$ cat config.mk
export PLATFORM = sky130hd
export DESIGN_NAME = divclk_ctrl
export DESIGN_NICKNAME = d
export VERILOG_FILES = /design/src/rtl/divclk_ctrl.sv
export SDC_FILE = /design/constraint.sdc
export NUM_CORES = 1
export LEC_CHECK = 0
export CORE_UTILIZATION = 25
export CTS_CLUSTER_SIZE = 40
export DETAILED_ROUTE_END_ITERATION = 16
export GPL_TIMING_DRIVEN = 0
export PLACE_DENSITY = 0.47
export SLEW_MARGIN = 15
export SYNTH_ARGS = -nofsm -noshare
export SYNTH_HDL_FRONTEND = slang
export SYNTH_SLANG_ARGS = --single-unit
$ cat constraint.sdc
create_clock -name clock_in -period 5.8 [get_ports clock_in]
set_clock_uncertainty 0.05 [all_clocks]
set_input_delay 1.16 -clock clock_in [delete_from_list [all_inputs] [get_ports clock_in]]
set_output_delay 1.16 -clock clock_in [all_outputs]
set_load 0.02 [all_outputs]
$ cat src/rtl/divclk_ctrl.sv
// Run-time clock divider controller: divisor register, period counter, glitch-free start/stop/update.
// Optional burst mode (fixed number of periods per en rising edge) is enabled by defining DIVCLK_CTRL_BURST_EN.
`timescale 1ns/1ps

module divclk_ctrl #(
  parameter int               DIV_W       = 28,
  parameter logic [DIV_W-1:0] DEFAULT_DIV = DIV_W'(50_000_000)
) (
  input  logic             clock_in,
  input  logic             reset,
  input  logic             en,
`ifdef DIVCLK_CTRL_BURST_EN
  input  logic [15:0]      burst_len,
  output logic             burst_done,
`endif
  input  logic             cfg_valid,
  input  logic [DIV_W-1:0] cfg_div,
  output logic             cfg_ready,
  output logic             cfg_err,
  output logic             clock_out,
  output logic             tick,
  output logic             busy,
  output logic [DIV_W-1:0] cur_div
);

  localparam logic [1:0] STOP = 2'd0;
  localparam logic [1:0] RUN  = 2'd1;
  localparam logic [1:0] PEND = 2'd2;

  logic [1:0]       state, state_nxt;
  logic [DIV_W-1:0] cnt, cnt_nxt, cur_div_nxt, pend_div, pend_div_nxt;
  logic             xfer, cfg_bad, load_ok, boundary, start, burst_last, keep_running;

  assign cfg_ready    = (state != PEND);
  assign busy         = (state != STOP);
  assign xfer         = cfg_valid && cfg_ready;
  assign cfg_bad      = (cfg_div < DIV_W'(2));
  assign load_ok      = xfer && !cfg_bad;
  assign boundary     = busy && (cnt == cur_div - DIV_W'(1));
  assign tick         = boundary;
  assign keep_running = en && !burst_last;

`ifdef DIVCLK_CTRL_BURST_EN
  logic        en_q;
  logic [15:0] blen, bcnt;

  // A burst only starts on a rising edge of en, so a finished burst stays stopped while en is held.
  assign start      = en && !en_q;
  assign burst_last = (blen != 16'd0) && (bcnt == blen - 16'd1);

  always_ff @(posedge clock_in or posedge reset) begin
    if (reset) begin
      en_q       <= 1'b0;
      blen       <= 16'd0;
      bcnt       <= 16'd0;
      burst_done <= 1'b0;
    end else begin
      en_q       <= en;
      burst_done <= 1'b0;
      if (state == STOP && start) begin
        blen <= burst_len;
        bcnt <= 16'd0;
      end else if (boundary) begin
        bcnt <= bcnt + 16'd1;
        if (burst_last) burst_done <= 1'b1;
      end
    end
  end
`else
  assign start      = en;
  assign burst_last = 1'b0;
`endif

  // NOTE: every output of this block gets a default first, so no path leaves a value held (no latch).
  always_comb begin
    state_nxt    = state;
    cnt_nxt      = boundary ? '0 : cnt + DIV_W'(1);
    cur_div_nxt  = cur_div;
    pend_div_nxt = pend_div;
    case (state)
      STOP: begin
        cnt_nxt = '0;
        if (load_ok) cur_div_nxt = cfg_div;
        if (start)   state_nxt   = RUN;
      end
      RUN: begin
        // Stopping wins over a same-cycle update; the new divisor is then loaded directly as in STOP.
        if (boundary && !keep_running) begin
          state_nxt = STOP;
          if (load_ok) cur_div_nxt = cfg_div;
        end else if (load_ok) begin
          pend_div_nxt = cfg_div;
          state_nxt    = PEND;
        end
      end
      PEND: begin
        if (boundary) begin
          cur_div_nxt = pend_div;
          state_nxt   = keep_running ? RUN : STOP;
        end
      end
      default: begin
        state_nxt = STOP;
        cnt_nxt   = '0;
      end
    endcase
  end

  // NOTE: sequential state uses non-blocking assignments so all flops update from pre-edge values.
  always_ff @(posedge clock_in or posedge reset) begin
    if (reset) begin
      state     <= STOP;
      cnt       <= '0;
      cur_div   <= DEFAULT_DIV;
      pend_div  <= '0;
      clock_out <= 1'b0;
      cfg_err   <= 1'b0;
    end else begin
      state     <= state_nxt;
      cnt       <= cnt_nxt;
      cur_div   <= cur_div_nxt;
      pend_div  <= pend_div_nxt;
      // Registered from the next-cycle count and divisor, so the pin equals (cnt >= cur_div>>1) each cycle.
      clock_out <= (state_nxt != STOP) && (cnt_nxt >= (cur_div_nxt >> 1));
      cfg_err   <= xfer && cfg_bad;
    end
  end

endmodule

==> flow_metrics.tcl <==
set metrics [dict create \
    grt_pass1_vias 5653 \
    power_density_nw_per_um2 508.3 \
    hold_violations 0 \
    netlist_area_sq_um 6437 \
    grt_overflow 0 \
    yosysSeqAreaShare_pct 34.44 \
    min_period_over_period_pct 98.83 \
    peakVddDrop_v 0.0002042 \
    grt_pass1_wl_microns 34600 \
    dr.pass1.iters 5 \
    dp_hpwl_microns 17460 \
    crit_path_max_fanout 10 \
    maxCapViolCount 0 \
    grt_use_total_pct 17.54 \
    multi_input_area_sq_um 4110 \
    clkSinkCount 88 \
    reg2reg_slack_ps 220 \
    vias 5686 \
    worstReg2RegStart "cur_div[1]" \
    cts_max_path_buffers 2 \
    die_w_microns 162.5 \
    syn-num-nets 766 \
    clkLatencyLatePin_ps 350 \
    synth_seq_cells 88 \
    drive_above_1_share_pct 14.38 \
    drv_slew 0 \
    cts_tree "yes" \
    min_path_type "reg -> reg" \
    synth_edf_count 0 \
    die_y_microns 162.5 \
    fin_crit_ps 5732 \
    reg2reg_to "clock_out" \
    io_buffers 63 \
    wirelength_microns 22340 \
    synth.most_common_cell "nor2_1" \
    nNetsFinal 853 \
    cts_max_level 3 \
    crit_path_end_kind "register" \
    vias_per_cell 5.054 \
    total_leakage_power_nw 3.380 \
    required_ps 5940 \
    ant_nets 0 \
    status "completed" \
    synth_area_leaders "dfrtp_1 30%, ha_1 6.4%, dfstp_2 4.9%" \
    syn_area_per_cell_sq_um 9.183 \
    cp_data_arrival_time_ps 5870 \
    finalSetupViolations 0 \
    worstMarginPinSlew_ps 808.0 \
    start_util_pct 25.49 \
    numCtsBuffers 9 \
    fin_util_pct 32.34 \
    drt-initial-drc-count 260 \
    path_clk_slew_ps 70 \
    drt-wirelength-per-cell_microns 19.86 \
    reg2reg_depth 21 \
    setup.worst_path.start_class "input pin" \
    synth_common_cells "79 x nor2_1, 76 x dfrtp_1, 45 x nand2_1" \
    synth.distinct_cells 69 \
    die_area_sq_um 26390 \
    synthToLayoutAreaGrowth_pct 26.86 \
    timing_worst_setup_path_type "in -> reg" \
    place_congestion 0.8186 \
    coreArea_sq_um 25250 \
    slew_headroom_pct 46.13 \
    timing.critical_path.from "cfg_div[17]" \
    antenna_found_initial 0 \
    regArea_sq_um 2221 \
    clock.fmax_ghz 0.1745 \
    ios 65 \
    yosysWarnings 0 \
    rsz0062_at_grt "false" \
    dp.cells 1095 \
    yosys.area.top_type "dfrtp_1" \
    holdWs_ps 443.7 \
    synthCells 701 \
    drc 0 \
    ys.flop_type "dfrtp_1" \
    rows 58 \
    grt_max_degree 52 \
    fin_cells 1125 \
    synthArstFlopShare_pct 100.0 \
    endpoint "clock_out" \
    cts-root-buf "clkbuf_16" \
    synth_top_area_share_pct 29.54 \
    fillers 2682 \
    finalPower_mw 4.151 \
]
cell usage in the layout, fill, tap and decap left out, types with 15 or more instances in the layout:
master / n
nor2_1: 78
dfrtp_1: 73
clkdlybuf4s50_1: 63
nand2_1: 45
o21ai_0: 40
xor2_1: 32
ha_1: 32
mux2i_1: 31
xnor2_1: 27
o21a_1: 27
a22oi_1: 26
clkbuf_1: 20
mux2_1: 20
buf_4: 19
nand3_1: 17
nor4_1: 15
worst max-delay path, stage by stage:
cell and delay (ps):
clkdlybuf4s50_1 500, nor4_1 540, nand4_1 380, o211ai_1 390, buf_4 180, clkbuf_1 610
mux2i_1 260, nor2_1 50, a22oi_1 190, o21a_1 160, ha_1 240, a21o_1 180
a21oi_1 130, o21ai_0 150, a221oi_1 360, a211o_1 270, a221oi_1 100
routing by layer:
layer	vias to the layer above	routed length [microns]	global-route usage [%]	share of wire (%)
met5	-	0	0	0
met4	0	608	7.033	2.7
met3	34	944	2.165	4.2
met2	122	10490	28.38	47
met1	2779	10300	23.61	46
li1	2751	-	-	-
area by class of cell:
| type | instances | share of cell area (%) |
|---|---|---|
| timing repair buffer | 79 | 9.591 |
| multi-input combinational | 553 | 50.33 |
| buffer | 41 | 2.727 |
| tap | 330 | 5.056 |
| inverter | 16 | 0.7660 |
| clock buffer | 9 | 2.758 |
| clock inverter | 7 | 1.517 |
| antenna | 2 | 0.06128 |
| sequential | 88 | 27.19 |
power breakdown:
part | internal, mW | total [mW] | switching [mW]
clock | 0.426 | 0.692 | 0.266
combinational | 0.983 | 2.36 | 1.38
sequential | 0.834 | 1.10 | 0.262
total | 2.24 | 4.15 | 1.91
through the flow:
stage | setup TNS [ps] | instance area (sq um) | worst slack (ps)
after floorplan | 0 | 6437 | 680.1
final | 0 | 8167 | 67.72
after global placement | -1076 | 7481 | -1076
after CTS | 0 | 8065 | 29.46
after detailed placement | -1055 | 7511 | -1055
after global routing | 0 | 8162 | 16.60
sequential cells by signal, summed over array words and instances (netlist names):
| name | cells |
|---|---|
| state | 2 |
| pend_div | 28 |
| cnt | 28 |
| clock_out | 1 |
| cur_div | 28 |
| cfg_err | 1 |
cell families (layout without fill, tap and decap cells):
| family | after synthesis | in the layout | synth area share, % |
|---|---|---|---|
| AND/OR/NAND/NOR | 242 | 242 | 19.94 |
| AO/OA/AOI/OAI | 158 | 158 | 16.79 |
| flip-flops | 88 | 88 | 34.44 |
| XOR/XNOR | 60 | 60 | 8.377 |
| multiplexers | 60 | 60 | 9.893 |
| buffers and inverters | 60 | 152 | 4.140 |
| adder cells (fa/ha/maj) | 33 | 33 | 6.414 |
| other | 0 | 2 | 0 |
repair_timing:
action,CTS,global route
endpoints found under the setup margin,2,1
pin swaps,8,5
resized for setup,29,20
setup buffers,12,3
hold buffers,0,0
how the worst min path moves through the flow:
| stage | depth (start not counted) | slack (ps) | startpoint | endpoint |
|---|---|---|---|---|
| global route | 1 | 470 | pend_div[19] | pend_div[19] |
| CTS | 1 | 450 | pend_div[19] | pend_div[19] |
| global placement | 1 | 430 | pend_div[24] | pend_div[24] |
| detailed placement | 1 | 430 | pend_div[19] | pend_div[19] |
| finish | 1 | 440 | pend_div[27] | pend_div[27] |
| floorplan | 1 | 410 | pend_div[4] | pend_div[4] |
(Power assumes the default switching activity.)
